**src/rtl/iobus_uart_pkg.sv**
```systemverilog
// Shared definitions for the memory-mapped UART transmitter: register offsets,
// STATUS/CTRL bit positions, FSM state encoding and the baud divisor helper.
package iobus_uart_pkg;

    localparam logic [31:0] REG_TXDATA = 32'h0000_0000;
    localparam logic [31:0] REG_STATUS = 32'h0000_0004;
    localparam logic [31:0] REG_CTRL   = 32'h0000_0008;

    localparam int unsigned STAT_FULL    = 0;
    localparam int unsigned STAT_EMPTY   = 1;
    localparam int unsigned STAT_BUSY    = 2;
    localparam int unsigned STAT_OVF     = 3;
    localparam int unsigned STAT_COUNT   = 4;
    localparam int unsigned STAT_COUNT_W = 5;

    localparam int unsigned CTRL_TX_EN  = 0;
    localparam int unsigned CTRL_IRQ_EN = 1;

    typedef enum logic [1:0] {
        S_IDLE,
        S_START,
        S_DATA,
        S_STOP
    } tx_state_e;

    // Rounded cycles per bit; 64-bit intermediate keeps fast clocks from overflowing.
    function automatic int unsigned baud_div(input int unsigned clk_mhz, input int unsigned baud);
        longint unsigned hz;
        hz = 64'(clk_mhz) * 64'd1_000_000;
        return 32'((hz + 64'(baud / 2)) / 64'(baud));
    endfunction

endpackage

```
**src/rtl/iobus_uart_tx_if.sv**
```systemverilog
// MCU I/O bus as seen by a peripheral: address, write data, write strobe and
// combinational read data.
interface iobus_uart_tx_if;

    logic [31:0] IOBUS_ADDR;
    logic [31:0] IOBUS_OUT;
    logic        IOBUS_WR;
    logic [31:0] IOBUS_IN;

    modport master (
        output IOBUS_ADDR,
        output IOBUS_OUT,
        output IOBUS_WR,
        input  IOBUS_IN
    );

    modport slave (
        input  IOBUS_ADDR,
        input  IOBUS_OUT,
        input  IOBUS_WR,
        output IOBUS_IN
    );

endinterface

```
**src/rtl/iobus_byte_fifo.sv**
```systemverilog
// Byte FIFO with occupancy count; pushes while full and pops while empty are ignored.
module iobus_byte_fifo #(
    parameter  int unsigned DEPTH = 8,
    localparam int unsigned AW    = $clog2(DEPTH),
    localparam int unsigned CW    = AW + 1
) (
    input  logic          clk_i,
    input  logic          rst_i,
    input  logic          push_i,
    input  logic [7:0]    din_i,
    input  logic          pop_i,
    output logic [7:0]    dout_o,
    output logic          full_o,
    output logic          empty_o,
    output logic [CW-1:0] count_o
);

    logic [7:0]    mem_q [DEPTH];
    logic [AW-1:0] wr_ptr_q;
    logic [AW-1:0] rd_ptr_q;
    logic [CW-1:0] count_q;
    logic          do_push;
    logic          do_pop;

    assign full_o  = (count_q == CW'(DEPTH));
    assign empty_o = (count_q == '0);
    assign count_o = count_q;
    assign dout_o  = mem_q[rd_ptr_q];

    assign do_push = push_i & ~full_o;
    assign do_pop  = pop_i & ~empty_o;

    always_ff @(posedge clk_i) begin
        if (do_push) begin
            mem_q[wr_ptr_q] <= din_i;
        end
    end

    // Power-of-two depth lets the pointers wrap by natural overflow.
    always_ff @(posedge clk_i) begin
        if (rst_i) begin
            wr_ptr_q <= '0;
            rd_ptr_q <= '0;
            count_q  <= '0;
        end else begin
            if (do_push) begin
                wr_ptr_q <= wr_ptr_q + AW'(1);
            end
            if (do_pop) begin
                rd_ptr_q <= rd_ptr_q + AW'(1);
            end
            unique case ({do_push, do_pop})
                2'b10:   count_q <= count_q + CW'(1);
                2'b01:   count_q <= count_q - CW'(1);
                default: count_q <= count_q;
            endcase
        end
    end

endmodule

```
**src/rtl/iobus_uart_tx.sv**
```systemverilog
// Memory-mapped 8N1 UART transmitter: TXDATA/STATUS/CTRL register window,
// byte FIFO, bit-serialiser FSM and a registered level interrupt.
module iobus_uart_tx
    import iobus_uart_pkg::*;
#(
    parameter int unsigned CLK_RATE  = 50,
    parameter int unsigned BAUD      = 115200,
    parameter logic [31:0] BASE_ADDR = 32'h1100_0100,
    parameter int unsigned DEPTH     = 8
) (
    input  logic             CLK,
    input  logic             RESET,
    iobus_uart_tx_if.slave   bus,
    output logic             TX,
    output logic             TX_IRQ
);

    localparam int unsigned      DIV      = baud_div(CLK_RATE, BAUD);
    localparam int unsigned      CNT_W    = (DIV > 1) ? $clog2(DIV) : 1;
    localparam logic [CNT_W-1:0] CNT_LAST = CNT_W'(DIV - 1);
    localparam int unsigned      FCW      = $clog2(DEPTH) + 1;

    logic sel_txdata, sel_status, sel_ctrl;
    logic wr_txdata, wr_status, wr_ctrl;

    assign sel_txdata = (bus.IOBUS_ADDR == BASE_ADDR + REG_TXDATA);
    assign sel_status = (bus.IOBUS_ADDR == BASE_ADDR + REG_STATUS);
    assign sel_ctrl   = (bus.IOBUS_ADDR == BASE_ADDR + REG_CTRL);
    assign wr_txdata  = bus.IOBUS_WR & sel_txdata;
    assign wr_status  = bus.IOBUS_WR & sel_status;
    assign wr_ctrl    = bus.IOBUS_WR & sel_ctrl;

    logic           fifo_push, fifo_pop, fifo_full, fifo_empty;
    logic [7:0]     fifo_dout;
    logic [FCW-1:0] fifo_count;

    assign fifo_push = wr_txdata & ~fifo_full;

    iobus_byte_fifo #(
        .DEPTH (DEPTH)
    ) u_fifo (
        .clk_i   (CLK),
        .rst_i   (RESET),
        .push_i  (fifo_push),
        .din_i   (bus.IOBUS_OUT[7:0]),
        .pop_i   (fifo_pop),
        .dout_o  (fifo_dout),
        .full_o  (fifo_full),
        .empty_o (fifo_empty),
        .count_o (fifo_count)
    );

    tx_state_e        state_q, state_d;
    logic [CNT_W-1:0] cnt_q, cnt_d;
    logic [2:0]       bit_q, bit_d;
    logic [7:0]       shift_q, shift_d;
    logic             tx_q, tx_d;
    logic             ovf_q, ovf_d;
    logic             tx_en_q, tx_en_d;
    logic             irq_en_q, irq_en_d;
    logic             irq_q, irq_d;
    logic             busy;

    assign busy = (state_q != S_IDLE);

    always_comb begin
        state_d  = state_q;
        cnt_d    = cnt_q;
        bit_d    = bit_q;
        shift_d  = shift_q;
        fifo_pop = 1'b0;
        unique case (state_q)
            S_IDLE: begin
                cnt_d = '0;
                bit_d = '0;
                if (!fifo_empty && tx_en_q) begin
                    fifo_pop = 1'b1;
                    shift_d  = fifo_dout;
                    state_d  = S_START;
                end
            end
            S_START: begin
                if (cnt_q == CNT_LAST) begin
                    cnt_d   = '0;
                    state_d = S_DATA;
                end else begin
                    cnt_d = cnt_q + CNT_W'(1);
                end
            end
            S_DATA: begin
                if (cnt_q == CNT_LAST) begin
                    cnt_d   = '0;
                    shift_d = {1'b0, shift_q[7:1]};
                    if (bit_q == 3'd7) begin
                        state_d = S_STOP;
                    end else begin
                        bit_d = bit_q + 3'd1;
                    end
                end else begin
                    cnt_d = cnt_q + CNT_W'(1);
                end
            end
            S_STOP: begin
                if (cnt_q == CNT_LAST) begin
                    cnt_d   = '0;
                    state_d = S_IDLE;
                end else begin
                    cnt_d = cnt_q + CNT_W'(1);
                end
            end
            default: state_d = S_IDLE;
        endcase
    end

    // Line level follows the current state one edge later, so TX lags the FSM by a cycle.
    always_comb begin
        tx_d = 1'b1;
        if (state_q == S_START) begin
            tx_d = 1'b0;
        end else if (state_q == S_DATA) begin
            tx_d = shift_q[0];
        end
    end

    always_comb begin
        ovf_d    = ovf_q;
        tx_en_d  = tx_en_q;
        irq_en_d = irq_en_q;
        if (wr_status && bus.IOBUS_OUT[STAT_OVF]) begin
            ovf_d = 1'b0;
        end
        // Set wins over clear so an overflow in the clearing cycle is not lost.
        if (wr_txdata && fifo_full) begin
            ovf_d = 1'b1;
        end
        if (wr_ctrl) begin
            tx_en_d  = bus.IOBUS_OUT[CTRL_TX_EN];
            irq_en_d = bus.IOBUS_OUT[CTRL_IRQ_EN];
        end
        irq_d = irq_en_q & fifo_empty & ~busy;
    end

    always_ff @(posedge CLK) begin
        if (RESET) begin
            state_q  <= S_IDLE;
            cnt_q    <= '0;
            bit_q    <= '0;
            shift_q  <= '0;
            tx_q     <= 1'b1;
            ovf_q    <= 1'b0;
            tx_en_q  <= 1'b1;
            irq_en_q <= 1'b0;
            irq_q    <= 1'b0;
        end else begin
            state_q  <= state_d;
            cnt_q    <= cnt_d;
            bit_q    <= bit_d;
            shift_q  <= shift_d;
            tx_q     <= tx_d;
            ovf_q    <= ovf_d;
            tx_en_q  <= tx_en_d;
            irq_en_q <= irq_en_d;
            irq_q    <= irq_d;
        end
    end

    logic [31:0] rdata;

    always_comb begin
        rdata = '0;
        if (sel_status) begin
            rdata[STAT_FULL]                   = fifo_full;
            rdata[STAT_EMPTY]                  = fifo_empty;
            rdata[STAT_BUSY]                   = busy;
            rdata[STAT_OVF]                    = ovf_q;
            rdata[STAT_COUNT +: STAT_COUNT_W]  = STAT_COUNT_W'(fifo_count);
        end else if (sel_ctrl) begin
            rdata[CTRL_TX_EN]  = tx_en_q;
            rdata[CTRL_IRQ_EN] = irq_en_q;
        end
    end

    assign bus.IOBUS_IN = rdata;
    assign TX           = tx_q;
    assign TX_IRQ       = irq_q;

    logic unused_bus_bits;
    assign unused_bus_bits = ^bus.IOBUS_OUT[31:8];

endmodule
```
**src/flat_wrapper.sv**
```systemverilog
// flat-port wrapper written by rule: the top's interface ports become plain ports
module iobus_uart_tx_flat import iobus_uart_pkg::*;
#(
    parameter int unsigned CLK_RATE  = 50,
    parameter int unsigned BAUD      = 115200,
    parameter logic [31:0] BASE_ADDR = 32'h1100_0100,
    parameter int unsigned DEPTH     = 8
)
  (CLK, RESET, TX, TX_IRQ, bus_IOBUS_ADDR, bus_IOBUS_OUT, bus_IOBUS_WR, bus_IOBUS_IN);
  iobus_uart_tx_if bus_i ();
  input  logic CLK;
  input  logic RESET;
  output logic TX;
  output logic TX_IRQ;
  input wire logic [$bits(bus_i.IOBUS_ADDR)-1:0] bus_IOBUS_ADDR;
  input wire logic [$bits(bus_i.IOBUS_OUT)-1:0] bus_IOBUS_OUT;
  input wire logic [$bits(bus_i.IOBUS_WR)-1:0] bus_IOBUS_WR;
  output wire logic [$bits(bus_i.IOBUS_IN)-1:0] bus_IOBUS_IN;
  assign bus_i.IOBUS_ADDR = bus_IOBUS_ADDR;
  assign bus_i.IOBUS_OUT = bus_IOBUS_OUT;
  assign bus_i.IOBUS_WR = bus_IOBUS_WR;
  assign bus_IOBUS_IN = bus_i.IOBUS_IN;
  iobus_uart_tx #(.CLK_RATE(CLK_RATE), .BAUD(BAUD), .BASE_ADDR(BASE_ADDR), .DEPTH(DEPTH)) u_core (.CLK(CLK), .RESET(RESET), .bus(bus_i), .TX(TX), .TX_IRQ(TX_IRQ));
endmodule
```
**config.mk**
```make
export PLATFORM = sky130hd
export DESIGN_NAME = iobus_uart_tx_flat
export DESIGN_NICKNAME = d
export VERILOG_FILES = /design/src/rtl/iobus_uart_pkg.sv /design/src/rtl/iobus_uart_tx_if.sv /design/src/rtl/iobus_byte_fifo.sv /design/src/rtl/iobus_uart_tx.sv /design/src/flat_wrapper.sv
export SDC_FILE = /design/constraint.sdc
export NUM_CORES = 1
export LEC_CHECK = 0
export CORE_ASPECT_RATIO = 0.9
export CORE_MARGIN = 8
export CORE_UTILIZATION = 57
export CTS_BUF_LIST = sky130_fd_sc_hd__clkbuf_8
export DETAILED_ROUTE_END_ITERATION = 10
export PLACE_DENSITY_LB_ADDON = 0.15
export SYNTH_ARGS = -nofsm -noshare
export SYNTH_HDL_FRONTEND = slang
export SYNTH_SLANG_ARGS = --single-unit
```
**constraint.sdc**
```tcl
create_clock -name CLK -period 5.7 [get_ports CLK]
set_clock_uncertainty 0.2 [all_clocks]
set_input_delay 0.57 -clock CLK [delete_from_list [all_inputs] [get_ports CLK]]
set_output_delay 0.57 -clock CLK [all_outputs]
set_load 0.02 [all_outputs]
```
==> impl_metrics.tcl <==
set metrics [dict create \
    initial_core_util 0.5770 \
    synth.avg_cell_area_sq_um 13.00 \
    synth_top_family_by_area "simple AND/OR/NAND/NOR gates" \
    drive_gt1_frac 0.1406 \
    ctsHoldBuffers 0 \
    p_leak_nw 1.941 \
    chipWidth_um 113.5 \
    synthXorXnorAreaFrac 0.01797 \
    grt_overflow 0 \
    clk_pin_slew_ns 0.10 \
    total_power_mw 1.394 \
    synth_top_area_frac 0.3943 \
    grt_max_degree 24 \
    slew_viol_final 0 \
    synth-adder-area-share 0.03593 \
    grt_pass1_vias 3053 \
    syn_to_final_growth_pct 16.32 \
    syn-instance-count 375 \
    worstPathArrival_ns 3.25 \
    nets 510 \
    setup_viol 0 \
    netlist_top_cells_count "64 x edfxtp_1, 40 x dfxtp_1, 28 x nor2_1" \
    synth-simple-area-share 0.1599 \
    met1_usage 0.1936 \
    required_ns 4.93 \
    layout.cells.non_filler 553 \
    ant_nets 0 \
    clockBufferDepth 2 \
    portBuffers 52 \
    setup_ws_ns 1.675 \
    period_needed_ns 4.025 \
    antenna_found_initial 0 \
    async_flop_share 0 \
    grt.total_usage 0.1613 \
    grt_most_used_layer "met2" \
    power_density_nw_per_um2 245.8 \
    hold_viol 0 \
    syn_area_sq_um 4875 \
    end_kind "output pin" \
    cap_viol_max_count 0 \
    synth_compound_area_frac 0.05698 \
    insertion_delay_ns 0.37 \
    slew_headroom 0.2917 \
    post-route-period-util 0.7061 \
    antenna_cells 0 \
    dpl.cell_count 537 \
    first_pass_iters 5 \
    status "finished, final reports clean" \
    wl_um 9320 \
    dp_hpwl_um 6756 \
    fin_setup_tns_ns 0 \
    post_cts_buffers 0 \
    yosysMostFrequentCell "edfxtp_1" \
    grt_pass1_wl_um 15010 \
    fmax_mhz 248.5 \
    fp.dieArea_sq_um 11770 \
    pre_cts_slack_ns 1.551 \
    worst-setup-path-type "input pin to output pin" \
    synthMuxAreaShare 0.1117 \
    io_pins 101 \
    routabilityCongestion 0.7214 \
    cts-root-buf "clkbuf_8" \
    startpoint_type "input pin" \
    cts_tree "yes" \
    row_count 32 \
    yosys_warnings 0 \
    cts_resized 0 \
    routed_via_density 5.537 \
    use_met2 0.2728 \
    drcViolationCount 0 \
    clkSinkCount 104 \
    yosys_most_used_dff "edfxtp_1" \
    cp_max_fo 8 \
    cts_buffers 9 \
    hold_path_class "flip-flop to flip-flop" \
    whs_ns 0.2694 \
    worst_slew_pin_slew_ns 1.061 \
    h-tree-depth 3 \
    drt_iter0_markers 190 \
    synth.area.top_cells "edfxtp_1 39%, dfxtp_1 16%, mux4_2 7.4%" \
    ys_ff_latch 104 \
    yosysTopAreaCell "edfxtp_1" \
    die_h_um 103.7 \
    wl_per_cell_um 16.85 \
    rsz0062_at_grt "false" \
    core_sq_um 8448 \
    ys_types 51 \
    synth_edf_count 64 \
    seq_area_frac_synth 0.5585 \
    via_count 3062 \
    peakVddDrop_mv 0.1895 \
    grtUsageMet3 0.04701 \
]
==> placed cells by master (no fill, tap or decap), types with 13 or more instances in the layout <==
cell type and count:
mux4_2 16, conb_1 24, edfxtp_1 64, mux2i_1 15, nand2_1 20, dfxtp_1 40
o21ai_0 13, nor2_1 28, clkdlybuf4s50_1 52, ha_1 14
==> area by class of cell <==
cell class                 count  area, sq um
multi-input combinational    245         1961
inverter                       8        30.03
sequential                   104         2723
fill                         639         2778
timing repair buffer          61        588.1
tap                          119        148.9
clock inverter                 7        96.34
clock buffer                   9        123.9
==> logic make-up (layout without fill, tap and decap cells) <==
logic type / count (synthesis) / after routing
compound gates: 41 / 41
xor+xnor: 10 / 10
fa+ha+maj: 14 / 14
buf+inv: 49 / 85
flops: 104 / 104
mux: 34 / 34
other cells: 1 / 24
simple gates: 122 / 122
==> report_power, final <==
group          total, mW  internal [mW]  switching (mW)  leakage, nW
sequential         0.812          0.806         0.00595        0.897
combinational      0.109         0.0469          0.0623        0.934
clock              0.473          0.183           0.290        0.109
total               1.39           1.04           0.358         1.94
==> worst max-delay path, stage by stage <==
cell and delay, ns:
clkdlybuf4s50_1 0.46, nor4b_4 0.39, nand4_2 0.18, nor4_1 0.78, a22o_1 0.26, clkdlybuf4s50_1 0.61
==> metal layers <==
layer / up-vias / share of wire
li1: 1476 / -
met1: 1490 / 0.42
met2: 89 / 0.50
met3: 7 / 0.062
met4: 0 / 0.011
met5: - / 0
==> path summary, 6_finish.rpt <==
| path | slack (ns) | startpoint | end | cells past startpoint |
|---|---|---|---|---|
| max | 1.68 | bus_IOBUS_ADDR[6] | bus_IOBUS_IN[0] | 6 |
| min | 0.27 | u_core.shift_q[7] | u_core.shift_q[7] | 1 |
| max reg2reg | 2.88 | u_core.u_fifo.count_o[0] | u_core.u_fifo.count_o[2] | 10 |
| min reg2reg | 0.27 | u_core.shift_q[7] | u_core.shift_q[7] | 1 |
==> registers in the layout, indices dropped and copies added (netlist names), named ones only <==
signal and count:
u_core.u_fifo.mem_q 64, u_core.cnt_q 9, u_core.shift_q 8, u_core.u_fifo.count_o 4
u_core.bit_q 3, u_core.u_fifo.rd_ptr_q 3, u_core.u_fifo.wr_ptr_q 3, u_core.state_q 2
u_core.TX 1, u_core.TX_IRQ 1, u_core.irq_en_q 1, u_core.ovf_q 1
u_core.tx_en_q 1
==> stage by stage <==
stage / area (sq um) / utilization
floorplan: 4961 / -
global placement: 5450 / 0.6451
detailed placement: 5450 / 0.6451
CTS: 5670 / 0.6712
global route: 5670 / 0.6712
finish: 5670 / 0.6712
(Power assumes the default switching activity.)
